[config.mk]
export PLATFORM = sky130hd
export DESIGN_NAME = multicycle_datapath
export DESIGN_NICKNAME = d
export VERILOG_FILES = /design/src/rtl/multicycle_datapath.sv
export SDC_FILE = /design/constraint.sdc
export NUM_CORES = 2
export LEC_CHECK = 0
export ABC_AREA = 1
export CAP_MARGIN = 20
export CORE_MARGIN = 4
export CORE_UTILIZATION = 30
export DETAILED_ROUTE_END_ITERATION = 8
export PLACE_DENSITY = 0.44
export SLEW_MARGIN = 20
export SYNTH_ARGS = -nofsm -noshare
export SYNTH_HDL_FRONTEND = slang
export SYNTH_SLANG_ARGS = --single-unit
[constraint.sdc]
create_clock -name clk -period 4.55 [get_ports clk]
set_clock_uncertainty 0.2 [all_clocks]
set_input_delay 0.6825 -clock clk [delete_from_list [all_inputs] [get_ports clk]]
set_output_delay 0.6825 -clock clk [all_outputs]
set_load 0.03 [all_outputs]
[src/rtl/multicycle_datapath.sv]
// Multicycle MIPS-subset core: FETCH/DECODE/EXEC[/MEM][/WB] per instruction, HALT on halt or illegal opcode.
// Latency: 3 cycles (beq/j), 4 (R-type/addi/sw), 5 (lw); MEM adds one cycle per dmem_ready=0 cycle.
// Backpressure: dmem_ready=0 holds the core in MEM with strobe, address and store data stable.
//
// Ports:
//   clk, reset            clock, synchronous active-high reset
//   imem_addr/imem_data   instruction fetch (PC byte address, combinational read data)
//   dmem_*                data port: addr/wdata/re/we out, rdata/ready in
//   dbg_sel/dbg_value     debug mux: 0 ALU result, 1 PC, 2 IR, 3 retired
//   halted/err/retired    status: stopped, stopped on illegal opcode, retired-instruction count
module multicycle_datapath #(
    parameter int          PC_W     = 32,
    parameter logic [31:0] RESET_PC = 32'h0,
    parameter int          DMEM_AW  = 32
) (
    input  logic               clk,
    input  logic               reset,
    output logic [PC_W-1:0]    imem_addr,
    input  logic [31:0]        imem_data,
    output logic [DMEM_AW-1:0] dmem_addr,
    output logic [31:0]        dmem_wdata,
    output logic               dmem_re,
    output logic               dmem_we,
    input  logic [31:0]        dmem_rdata,
    input  logic               dmem_ready,
    input  logic [1:0]         dbg_sel,
    output logic [31:0]        dbg_value,
    output logic               halted,
    output logic               err,
    output logic [31:0]        retired
);

    typedef enum logic [2:0] {FETCH, DECODE, EXEC, MEM, WB, HALT} state_t;

    localparam logic [5:0] OP_R    = 6'h00;
    localparam logic [5:0] OP_J    = 6'h02;
    localparam logic [5:0] OP_BEQ  = 6'h04;
    localparam logic [5:0] OP_ADDI = 6'h08;
    localparam logic [5:0] OP_LW   = 6'h23;
    localparam logic [5:0] OP_SW   = 6'h2B;
    localparam logic [5:0] OP_HALT = 6'h3F;

    localparam logic [PC_W-1:0] PC_STEP = PC_W'(4);

    state_t          state;
    logic [PC_W-1:0] pc;
    logic [31:0]     ir;
    logic [31:0]     a;
    logic [31:0]     b;
    logic [31:0]     imm;
    logic [31:0]     alu_out;
    logic [31:0]     mdr;
    logic [31:0]     regs [0:31];

    logic [5:0]  op;
    logic [4:0]  rs;
    logic [4:0]  rt;
    logic [4:0]  rd;
    logic [4:0]  shamt;
    logic [5:0]  funct;
    logic [31:0] rs_val;
    logic [31:0] rt_val;
    logic [31:0] alu_res;
    logic        legal;
    logic [31:0] pc_ext;
    logic [31:0] br_off;
    logic [31:0] j_target;
    logic [4:0]  dest;

    assign op    = ir[31:26];
    assign rs    = ir[25:21];
    assign rt    = ir[20:16];
    assign rd    = ir[15:11];
    assign shamt = ir[10:6];
    assign funct = ir[5:0];

    // r0 is never written, but force the read to zero anyway so it is hardwired
    assign rs_val = (rs == 5'd0) ? 32'h0 : regs[rs];
    assign rt_val = (rt == 5'd0) ? 32'h0 : regs[rt];

    assign dest     = (op == OP_R) ? rd : rt;
    assign br_off   = imm << 2;
    // upper PC nibble is zero (and truncated away) when PC_W <= 28
    assign j_target = {pc_ext[31:28], ir[25:0], 2'b00};

    always_comb begin
        pc_ext           = 32'h0;
        pc_ext[PC_W-1:0] = pc;
    end

    always_comb begin
        legal = 1'b0;
        case (op)
            OP_R: begin
                case (funct)
                    6'h20, 6'h22, 6'h24, 6'h25, 6'h2A, 6'h00, 6'h02: legal = 1'b1;
                    default: legal = 1'b0;
                endcase
            end
            OP_ADDI, OP_LW, OP_SW, OP_BEQ, OP_J: legal = 1'b1;
            default: legal = 1'b0;
        endcase
    end

    always_comb begin
        alu_res = 32'h0;
        if (op == OP_R) begin
            case (funct)
                6'h20:   alu_res = a + b;
                6'h22:   alu_res = a - b;
                6'h24:   alu_res = a & b;
                6'h25:   alu_res = a | b;
                6'h2A:   alu_res = {31'h0, $signed(a) < $signed(b)};
                6'h00:   alu_res = b << shamt;
                6'h02:   alu_res = b >> shamt;
                default: alu_res = 32'h0;
            endcase
        end else begin
            // addi and load/store effective address
            alu_res = a + imm;
        end
    end

    always_ff @(posedge clk) begin
        if (reset) begin
            state   <= FETCH;
            pc      <= RESET_PC[PC_W-1:0];
            ir      <= 32'h0;
            a       <= 32'h0;
            b       <= 32'h0;
            imm     <= 32'h0;
            alu_out <= 32'h0;
            mdr     <= 32'h0;
            retired <= 32'h0;
            halted  <= 1'b0;
            err     <= 1'b0;
            dmem_re <= 1'b0;
            dmem_we <= 1'b0;
            for (int i = 0; i < 32; i++) begin
                regs[i] <= 32'h0;
            end
        end else begin
            case (state)
                FETCH: begin
                    ir    <= imem_data;
                    pc    <= pc + PC_STEP;
                    state <= DECODE;
                end
                DECODE: begin
                    a   <= rs_val;
                    b   <= rt_val;
                    imm <= {{16{ir[15]}}, ir[15:0]};
                    if (op == OP_HALT) begin
                        halted <= 1'b1;
                        state  <= HALT;
                    end else if (!legal) begin
                        halted <= 1'b1;
                        err    <= 1'b1;
                        state  <= HALT;
                    end else begin
                        state <= EXEC;
                    end
                end
                EXEC: begin
                    case (op)
                        OP_LW: begin
                            alu_out <= alu_res;
                            dmem_re <= 1'b1;
                            state   <= MEM;
                        end
                        OP_SW: begin
                            alu_out <= alu_res;
                            dmem_we <= 1'b1;
                            state   <= MEM;
                        end
                        OP_BEQ: begin
                            // pc already holds PC+4 from FETCH
                            if (a == b) begin
                                pc <= pc + br_off[PC_W-1:0];
                            end
                            retired <= retired + 32'd1;
                            state   <= FETCH;
                        end
                        OP_J: begin
                            pc      <= j_target[PC_W-1:0];
                            retired <= retired + 32'd1;
                            state   <= FETCH;
                        end
                        default: begin
                            alu_out <= alu_res;
                            state   <= WB;
                        end
                    endcase
                end
                MEM: begin
                    if (dmem_ready) begin
                        dmem_re <= 1'b0;
                        dmem_we <= 1'b0;
                        mdr     <= dmem_rdata;
                        if (op == OP_LW) begin
                            state <= WB;
                        end else begin
                            retired <= retired + 32'd1;
                            state   <= FETCH;
                        end
                    end
                end
                WB: begin
                    if (dest != 5'd0) begin
                        regs[dest] <= (op == OP_LW) ? mdr : alu_out;
                    end
                    retired <= retired + 32'd1;
                    state   <= FETCH;
                end
                default: begin
                    // HALT: everything frozen until reset
                    state <= HALT;
                end
            endcase
        end
    end

    assign imem_addr  = pc;
    assign dmem_addr  = alu_out[DMEM_AW-1:0];
    assign dmem_wdata = b;

    always_comb begin
        case (dbg_sel)
            2'd0:    dbg_value = alu_out;
            2'd1:    dbg_value = pc_ext;
            2'd2:    dbg_value = ir;
            default: dbg_value = retired;
        endcase
    end

endmodule

==> impl_metrics.tcl <==
set metrics [dict create \
    dr.pass1.iters 9 \
    outcome "finished clean" \
    dieWidth_um 519 \
    num_vias 77400 \
    max-cap-violations 0 \
    rows 187 \
    clk_pin_slew_ns 0.05 \
    crit_top_cell "clkdlybuf4s50_1" \
    path_cells "clkdlybuf4s50_1 -> nand2_1 -> buf_4 -> o22ai_1 -> a21oi_1 -> o21ai_0 -> clkdlybuf4s50_1" \
    hold_ws_ns 0.258 \
    synth_edf_count 1024 \
    nets 10000 \
    cp.required_ns 3.67 \
    grt_usage_pct 29.1 \
    synth_top_flop_cell "edfxtp_1" \
    critPathMaxStageDelay_ns 0.75 \
    ys_async_sr_fraction_pct 0 \
    slew_violations 0 \
    dr.first_iter.drc_count 9145 \
    critPathSlowestCell "clkdlybuf4s50_1" \
    setup_tns_ns 0 \
    p_per_area_nw_per_um2 708 \
    coreArea_um2 260000 \
    critPathBufInv 3 \
    clockRootBuffer "clkbuf_16" \
    grt_pass1_wl_um 567000 \
    dp_hpwl_um 288000 \
    cts_tree "yes" \
    startpoint_type "input port" \
    synthCells 9752 \
    fin_crit_sh_pct 88.1 \
    cp_max_fo 19 \
    synth-seq-cells 1279 \
    worstMarginPinSlew_ns 1.14 \
    hold_viol_final 0 \
    dieArea_um2 269000 \
    drc 0 \
    grt_pass1_vias 72900 \
    slew_headroom_pct 23.2 \
    ant_nets 0 \
    io_pins 233 \
    end_kind "primary output" \
    cts.htree.levels 4 \
    min_period_ns 4.01 \
    drive_gt1_share_pct 7.68 \
    die_h_um 519 \
    floorplan.initialDensity_pct 30.2 \
    synth.distinct_cells 55 \
    instances_no_fill 13300 \
    area_growth_syn_to_layout_pct 16.5 \
    clock_path_buffers 3 \
    min_path_type "flip-flop to flip-flop" \
    path_class "input port to primary output" \
    p_total_mw 64.6 \
    post-place-ws_ns 0.582 \
    dp.cells 13000 \
    antenna_found_initial 30 \
    avgSynthCellArea_um2 8.03 \
    yosys_warnings 0 \
    layout_setup_ws_ns 0.542 \
    arrival_ns 3.13 \
    portBuffers 230 \
    wirelength_um 409000 \
    finalSetupViolCount 0 \
    max_freq_mhz 250 \
    drt-wirelength-per-cell_um 30.8 \
    rsz0062_at_grt "false" \
    path_delay_family "buffers and inverters" \
    numCtsBuffers 162 \
    clock-sinks 1279 \
    grt_overflow 0 \
    cts_setup_buffers 0 \
    peakVddDrop_v 0.000648 \
    reg2reg_slack_ns 0.81 \
    p_leak_nw 32.4 \
    clk_latency_ns 0.88 \
    grt_max_degree 105 \
    synth.cell_area_um2 78300 \
    vias_per_cell 5.82 \
    yosysSeqAreaShare_pct 45.8 \
    gp_congestion 0.970 \
]
[placed cells by master (no fill, tap or decap), types with 260 or more instances in the layout]
| cell type | synthesis | final |
|---|---|---|
| edfxtp_1 | 1024 | 1024 |
| buf_4 | 7 | 314 |
| inv_1 | 529 | 522 |
| nand3_1 | 638 | 638 |
| o211ai_1 | 283 | 283 |
| nor2_1 | 1595 | 1592 |
| o221ai_1 | 260 | 260 |
| nand2_1 | 1921 | 1863 |
| o21ai_0 | 651 | 619 |
| a21oi_1 | 691 | 691 |
[power breakdown]
| group | switching (mW) | total (mW) | internal, mW | leakage [nW] |
|---|---|---|---|---|
| combinational | 26.5 | 36.0 | 9.46 | 17.2 |
| sequential | 1.88 | 15.6 | 13.7 | 12.6 |
| clock | 5.71 | 13.0 | 7.29 | 2.54 |
[worst reg2reg max path: stages, from the launching register on]
cell and delay (ns):
dfxtp_4 0.70, buf_4 0.82, mux2i_1 0.31, o221ai_1 0.16, o211ai_1 0.25, nand3_1 0.51
nand3_1 0.50, a21oi_1 0.11
[cell usage after synthesis, types with 4 or more instances]
cell / n / share of area [%]
fa_1: 4 / 0.10
buf_6: 10 / 0.14
edfxtp_1: 1024 / 39
nor3_1: 78 / 0.50
nor4_1: 15 / 0.12
nand2_4: 5 / 0.072
o211ai_1: 283 / 2.7
ha_1: 175 / 2.8
nor2_1: 1595 / 7.6
o21a_1: 15 / 0.14
a21oi_1: 691 / 4.4
o221ai_1: 260 / 2.9
nand4_1: 65 / 0.52
or2_2: 18 / 0.14
nor2_2: 6 / 0.048
a32oi_1: 258 / 2.9
nand2_1: 1921 / 9.2
o21ai_0: 651 / 4.2
mux2i_1: 258 / 3.3
inv_2: 11 / 0.053
o21bai_1: 17 / 0.16
buf_4: 7 / 0.067
nand3b_1: 11 / 0.11
o2111ai_1: 7 / 0.078
buf_2: 36 / 0.23
inv_1: 529 / 2.5
nand3_1: 638 / 4.1
o21ai_1: 5 / 0.032
xnor2_1: 9 / 0.10
o22ai_1: 48 / 0.38
dfxtp_1: 255 / 6.5
a31oi_1: 17 / 0.14
buf_1: 37 / 0.18
a21o_1: 9 / 0.086
clkbuf_1: 699 / 3.3
clkinv_1: 9 / 0.043
xor2_1: 33 / 0.37
and2_1: 12 / 0.096
[worst paths after layout]
kind / start / end / depth (start not counted)
worst min-delay path: mdr[12] / mdr[12] / 2
worst min register to register: mdr[12] / mdr[12] / 2
worst max-delay path: dbg_sel[0] / dbg_value[3] / 7
worst max register to register: flip-flop / a[18] / 7
[routing by layer]
| layer | track usage [%] | part of all wire (%) | up-vias |
|---|---|---|---|
| met4 | 12.2 | 4.7 | 14 |
| met2 | 46.2 | 45 | 3954 |
| met5 | 0 | 0.023 | - |
| met3 | 4.91 | 7.9 | 716 |
| met1 | 39.1 | 42 | 38400 |
| li1 | - | - | 34300 |
[timing repair]
item | in CTS | in global routing
endpoints found under the hold margin | 19 | 0
gates resized for setup | 0 | 0
setup endpoints to repair | 0 | 0
hold buffers | 1 | 0
[flip-flops by register name, summed over array words and instances, names as in the netlist, named ones only]
register,flops
a,32
dmem_addr,32
dmem_re,1
dmem_wdata,32
dmem_we,1
err,1
halted,1
imem_addr,30
imm,16
ir,32
mdr,32
regs,1024
retired,32
state,3
[cells by family after synthesis]
| family | count (synthesis) | synth area share (%) |
|---|---|---|
| AND/OR/NAND/NOR | 4376 | 22.7 |
| adder cells (fa/ha/maj) | 179 | 2.90 |
| multiplexers | 258 | 3.30 |
| AO/OA/AOI/OAI | 2279 | 18.3 |
| other | 1 | 0.00479 |
| buffers and inverters | 1338 | 6.60 |
| XOR/XNOR | 42 | 0.470 |
| flip-flops | 1279 | 45.8 |
[final cells by class]
| class | instances | area [µm²] |
|---|---|---|
| flip-flops and latches | 1279 | 35900 |
| clock inverters | 78 | 927 |
| multi-input cells | 7168 | 37900 |
| diodes | 7 | 17.5 |
| well taps | 3402 | 4260 |
| inverters | 549 | 2080 |
| clock buffers | 214 | 4360 |
| fillers | 26800 | 168000 |
| repair buffers | 598 | 5750 |
[stage by stage]
| step | util (%) | cell area, µm² |
|---|---|---|
| 3_5_place_dp | 33.1 | 85900 |
| 2_1_floorplan | - | 78500 |
| 5_1_grt | 35.1 | 91200 |
| 6_report | 35.1 | 91200 |
| 4_1_cts | 35.1 | 91200 |
| 3_3_place_gp | 33.1 | 85900 |
Note: power is estimated with default switching activity, not from simulation.
